`src/rtl/ram8.sv`:
```
// -----------------------------------------------------------------------------
// ram8 -- small register-file RAM, 2^ADDR_W words of DATA_W bits.
//
// Storage is one flip-flop register per word. A load decoder turns
// (load, address) into a one-hot write strobe. An output multiplexer selects
// the addressed word.
//
// Reads are purely combinational. Writes land on the rising clock edge.
// A read of the address being written therefore shows the old word until the
// edge and the new word after it; there is no write-through path.
//
// Ports
//   clk      in   1        single clock, all state changes on rising edge
//   reset    in   1        synchronous active-high clear of every word
//   address  in   ADDR_W   word select for both read and write
//   in       in   DATA_W   write data
//   load     in   1        write enable, active-high
//   out      out  DATA_W   contents of word[address], zero latency
//
// Handshake: none. A write is accepted on every rising edge where load=1 and
// reset=0. A read is valid whenever address is stable.
// -----------------------------------------------------------------------------
module ram8 #(
    parameter int DATA_W = 16,
    parameter int ADDR_W = 3
) (
    input  logic              clk,
    input  logic              reset,
    input  logic [ADDR_W-1:0] address,
    input  logic [DATA_W-1:0] in,
    input  logic              load,
    output logic [DATA_W-1:0] out
);

    localparam int DEPTH = 1 << ADDR_W;

    // One independent register per word.
    logic [DATA_W-1:0] r_words [DEPTH];

    // One-hot write strobe per word.
    logic [DEPTH-1:0]  w_load_dec;

    // Load decoder (demux). The address covers the full depth, so every
    // address value selects exactly one distinct word.
    always_comb begin
        w_load_dec = '0;
        if (load) begin
            w_load_dec[address] = 1'b1;
        end
    end

    // Word registers. Reset is checked first, so a write that coincides with
    // reset is discarded.
    always_ff @(posedge clk) begin
        for (int i = 0; i < DEPTH; i++) begin
            if (reset) begin
                r_words[i] <= '0;
            end else if (w_load_dec[i]) begin
                r_words[i] <= in;
            end
        end
    end

    // Output multiplexer. This is a combinational read that follows address
    // immediately.
    assign out = r_words[address];

endmodule

```
`config.mk`:
```
export PLATFORM = sky130hd
export DESIGN_NAME = ram8
export DESIGN_NICKNAME = d
export VERILOG_FILES = /design/src/rtl/ram8.sv
export SDC_FILE = /design/constraint.sdc
export NUM_CORES = 1
export LEC_CHECK = 0
export CAP_MARGIN = 10
export CELL_PAD_IN_SITES_DETAIL_PLACEMENT = 1
export CELL_PAD_IN_SITES_GLOBAL_PLACEMENT = 1
export CORE_MARGIN = 3
export CORE_UTILIZATION = 44
export DETAILED_ROUTE_END_ITERATION = 16
export PLACE_DENSITY_LB_ADDON = 0.1
export SYNTH_ARGS = -nofsm -noshare
export SYNTH_HDL_FRONTEND = slang
export SYNTH_SLANG_ARGS = --single-unit
export TNS_END_PERCENT = 5
```
`constraint.sdc`:
```
create_clock -name clk -period 2.21 [get_ports clk]
set_input_delay 0.442 -clock clk [delete_from_list [all_inputs] [get_ports clk]]
set_output_delay 0.442 -clock clk [all_outputs]
set_load 0.01 [all_outputs]
```
==> results of run 1 <==
[metal layers]
| metal | up-vias | global-route usage [%] |
|---|---|---|
| met5 | - | 0 |
| met4 | 0 | 8.05 |
| met3 | 17 | 3.93 |
| met2 | 78 | 40.7 |
| met1 | 1973 | 27.9 |
| li1 | 1817 | - |
[timing repair]
action,CTS,global route
buffers inserted,0,0
setup endpoints to repair,16,16
pin swaps,0,1
hold buffers,0,0
cloned,1,0
resized for setup,34,22
[per-stage QoR]
| step | worst slack (ns) | area (sq um) | power, W | hold slack [ns] |
|---|---|---|---|---|
| after floorplan | -0.146 | 6020 | 0.00321 | 0.640 |
| after global placement | -0.606 | 7100 | 0.00357 | 1.29 |
| after detailed placement | -0.676 | 7100 | 0.00359 | 1.26 |
| after CTS | -0.0501 | 7690 | 0.00628 | 0.835 |
| after global routing | -0.0712 | 7650 | 0.00644 | 0.878 |
| final | -0.0208 | 7650 | 0.00622 | 0.834 |
[power by group]
| part | leakage (nW) | internal [W] | switching (W) |
|---|---|---|---|
| combinational | 1.43 | 0.000287 | 0.000345 |
| sequential | 1.24 | 0.00284 | 0.0000482 |
| clock | 0.274 | 0.00175 | 0.000955 |
| total | 2.95 | 0.00487 | 0.00135 |
[cell usage after synthesis (all sizes together)]
cell type,count
mux2i,30
a211o,15
and2,129
a22oi,15
buf,24
nor2b,1
a31o,4
nor3,2
or3b,1
clkbuf,7
a21oi,13
mux4,2
a21o,1
o211ai,15
nand2b,3
a21boi,2
inv,17
o21bai,3
nand3b,1
o32a,15
nor2,8
nand2,6
edfxtp,128
[area by class of cell]
cell class / instances / area share (%)
Clock buffer: 22 / 5.81
Multi-Input combinational cell: 266 / 26.0
Inverter: 17 / 0.834
Timing Repair Buffer: 102 / 12.7
Tap cell: 176 / 2.88
Sequential cell: 128 / 50.2
Clock inverter: 9 / 1.52
[kinds of logic after synthesis]
family | count (synthesis) | synth area share, %
flip-flops | 128 | 63.9
multiplexers | 32 | 5.74
AO/OA/AOI/OAI | 83 | 10.8
AND/OR/NAND/NOR | 151 | 15.8
buffers and inverters | 48 | 3.76
[worst max path at each step]
stage / slack, ns / to / startpoint
2_1_floorplan: -0.15 / r_words[6][0] / address[2]
3_3_place_gp: -0.61 / out[8] / address[2]
3_5_place_dp: -0.68 / out[8] / address[2]
4_1_cts: -0.05 / out[8] / address[1]
5_1_grt: -0.07 / out[15] / address[1]
6_report: -0.02 / out[15] / address[1]
==> results.txt, run 1 <==
Iteration-0 DRC Markers - 219
run status - finished, violations left
Finish-stage setup viols - 1
die height - 123 um
period utilization - 101%
maxcap violations - 0
Cells after Synth - 442
CTS tree - done
multi-input gate area in the final layout - 0.00199 sq mm
Tmin final - 2.23 ns
Setup crit start kind - input port
vias in the first global route - 4,233
H-tree depth - 4
clock tree sinks - 128
critical path peak fanout - 18
Data arrival, critical path - 1.79 ns
fraction of layout cells with a size suffix above 1 - 22.6%
Crit. End Element - output pin
Avg Cell Area, Syn - 13.6 sq um
failing checks - setup timing
Port Buffer Count - 37
Top Metal Used - met4
filler instances - 1,326
chip width - 123 um
Final #Nets - 554
CTS root buf - clkbuf_16
WHS Endpoint - r_words[3][14]
CP delay by family, top - buffers and inverters
WHS Path Cells - 2
Power Density - 812 mW/mm^2
GPL Wtd Cong - 0.797
register area share after synthesis - 63.9%
RSZ-0062 raised after global routing - yes
FF+latch area - 0.00384 sq mm
WP buf/inv - 4
Pre-antenna DRT Iters - 5
via count - 3,885
vias per cell - 5.40
Seq cells post-synth - 128
Final Non-Filler Cells - 720
# rows - 42
critical path's slowest cell - dlygate4sd2_1
syn nets - 464
Worst Slack Setup Final - -0.0208 ns
maximum vdd drop - 0.000542 V
Die Area - 0.0151 sq mm
Final Core Density - 57.5%
Total GRT Usage - 22.8%
Pleak - 2.95 nW
met3 routed WL - 621 um
most frequent cells in the layout - and2_1 (129), edfxtp_1 (128), buf_4 (48)
Critical Path RT - 1.77 ns
max FFs per register - 128
synthesis warning total - 0
IO Pins - 38
Crit path depth - 7
post-synthesis cell area - 0.00602 sq mm
fmax - 448 MHz
Longest Clk Path Bufs - 2
WL met1 - 6.67 mm
worst slew pin tran - 0.363 ns
DRT antenna net count - 0
Avg WL per Cell - 22.2 um
initial antenna violation count - 0
post-DP HPWL - 11.4 mm
most common cell after layout, fill and taps aside - and2_1
largest net degree at the start of global routing - 19
CP peak stage delay - 0.29 ns
Synth top area share - 63.9%
synthesis-to-layout area growth - 27.1%
Hold WC Path Type - input port to flip-flop
Hold Fails Final Rpt - 0
post-synth cell types - 28
setup TNS - -0.0208 ns
Num CTS Buffers - 17
Max transition margin - 75.8%
met2 WL - 8.47 mm
Top reg by flops - r_words
area of the core - 0.0133 sq mm
first-pass GRT wire length - 24.7 mm
GRT overflow - 0
Initial Utilization - 45.3%
Crit Path Category - input port to output pin
cell count after placement - 688
max-slew violations - 0
crit path cell chain - buf_2, buf_12, and2_1, buf_4, a22oi_1, o211ai_1, dlygate4sd2_1
hold wc startpoint - in[14]
DRC violations left - 0
wirelength, routed - 16.0 mm
largest area contributor in the netlist - edfxtp_1
biggest registers after layout - r_words: 128 flops
n_diodes - 0
top cells by area, synth - edfxtp_1 (64%), and2_1 (13%), mux2i_1 (5.0%)
Clock transition at path regs - 0.05 ns
Note: power is estimated with default switching activity, not from simulation.
==> inputs of run 2 (changes only) <==
HOLD_SLACK_MARGIN = 0.12   (was default)
MAX_ROUTING_LAYER = met4   (was default)
==> results.txt, run 2 (synthesized netlist as in run 1, its figures left out) <==
Final #Nets - 554
Hold Fails Final Rpt - 0
DRT antenna net count - 0
WP buf/inv - 4
FF+latch area - 0.00384 sq mm
Port Buffer Count - 37
max FFs per register - 128
largest net degree at the start of global routing - 19
Longest Clk Path Bufs - 2
biggest registers after layout - r_words: 128 flops
run status - finished, violations left
Pleak - 2.95 nW
Avg WL per Cell - 22.3 um
Data arrival, critical path - 1.78 ns
area of the core - 0.0133 sq mm
filler instances - 1,326
crit path cell chain - buf_2, buf_12, and2_1, buf_4, a22oi_1, o211ai_1, dlygate4sd2_1
postcts setup bufs - 0
via count - 3,873
GRT overflow - 0
multi-input gate area in the final layout - 0.00199 sq mm
maximum vdd drop - 0.000536 V
initial antenna violation count - 0
WHS Endpoint - r_words[3][14]
Tmin final - 2.23 ns
die height - 123 um
Die Area - 0.0151 sq mm
most common cell after layout, fill and taps aside - and2_1
post-DP HPWL - 11.4 mm
Total GRT Usage - 23.5%
critical path peak fanout - 18
Crit Path Category - input port to output pin
hold wc startpoint - in[14]
most frequent cells in the layout - and2_1 (129), edfxtp_1 (128), buf_4 (48)
vias per cell - 5.38
Crit. End Element - output pin
Final Non-Filler Cells - 720
Finish-stage setup viols - 1
RSZ-0062 raised after global routing - yes
cell count after placement - 688
synthesis-to-layout area growth - 27.1%
Hold WC Path Type - input port to flip-flop
fraction of layout cells with a size suffix above 1 - 22.6%
Num CTS Buffers - 17
maxcap violations - 0
CTS tree - done
Pwr Total - 0.00622 W
CP delay by family, top - buffers and inverters
Clock transition at path regs - 0.05 ns
worst slew pin tran - 0.348 ns
clock tree sinks - 128
IO Pins - 38
chip width - 123 um
WHS Path Cells - 2
Critical Path RT - 1.77 ns
CTS root buf - clkbuf_16
period utilization - 101%
critical path's slowest cell - dlygate4sd2_1
n_diodes - 0
vias in the first global route - 4,233
Initial Utilization - 45.3%
Power Density - 812 mW/mm^2
Pre-antenna DRT Iters - 4
# rows - 42
Iteration-0 DRC Markers - 230
GPL Wtd Cong - 0.808
fmax - 449 MHz
wirelength, routed - 16.0 mm
first-pass GRT wire length - 24.7 mm
H-tree depth - 4
DRC violations left - 0
max-slew violations - 0
Max transition margin - 76.8%
Worst Slack Setup Final - -0.0169 ns
Top reg by flops - r_words
CP peak stage delay - 0.29 ns
failing checks - setup timing
Setup crit start kind - input port
==> run 2: routing by layer <==
| layer | global-route usage, % | up-vias | wire length [um] |
|---|---|---|---|
| met5 | - | - | 0 |
| met4 | 8.05 | 0 | 220 |
| met3 | 3.75 | 15 | 592 |
| met2 | 40.7 | 69 | 8570 |
| met1 | 28.0 | 1976 | 6650 |
| li1 | - | 1813 | - |
==> run 2: worst max path at each step <==
stage | slack, ns | to | cells past startpoint | from
after floorplan | -0.15 | r_words[6][0] | 5 | address[2]
after global placement | -0.61 | out[8] | 7 | address[2]
after detailed placement | -0.68 | out[8] | 7 | address[2]
after CTS | -0.05 | out[8] | 7 | address[1]
after global routing | -0.07 | out[15] | 7 | address[1]
final | -0.02 | out[15] | 7 | address[1]
==> run 2: cell type report <==
type | count | area share [%]
repair buffers | 102 | 12.7
clock inverters | 9 | 1.52
clock buffers | 22 | 5.81
multi-input cells | 266 | 26.0
flip-flops and latches | 128 | 50.2
inverters | 17 | 0.834
well taps | 176 | 2.88
==> run 2: power by group <==
| group | switching, W | internal (W) | total (W) |
|---|---|---|---|
| logic | 0.000345 | 0.000287 | 0.000631 |
| registers | 0.0000486 | 0.00284 | 0.00288 |
| clock network | 0.000953 | 0.00175 | 0.00270 |
==> run 2: timing repair <==
| action | in CTS | in global routing |
|---|---|---|
| hold buffers | 0 | 0 |
| pin swaps | 0 | 1 |
| gates resized for setup | 34 | 22 |
| endpoints found under the setup margin | 16 | 16 |
| gates cloned | 1 | 0 |
==> run 2: metrics by stage <==
| stage | instance area (sq um) | setup TNS [ns] | worst slack [ns] | hold WS (ns) | utilization (%) |
|---|---|---|---|---|---|
| 2_1_floorplan | 6020 | -6.79 | -0.146 | 0.640 | - |
| 3_3_place_gp | 7100 | -35.12 | -0.606 | 1.29 | 53.4 |
| 3_5_place_dp | 7100 | -44.02 | -0.676 | 1.26 | 53.4 |
| 4_1_cts | 7690 | -0.119 | -0.0501 | 0.835 | 57.9 |
| 5_1_grt | 7650 | -0.185 | -0.0712 | 0.879 | 57.5 |
| 6_report | 7650 | -0.0169 | -0.0169 | 0.838 | 57.5 |
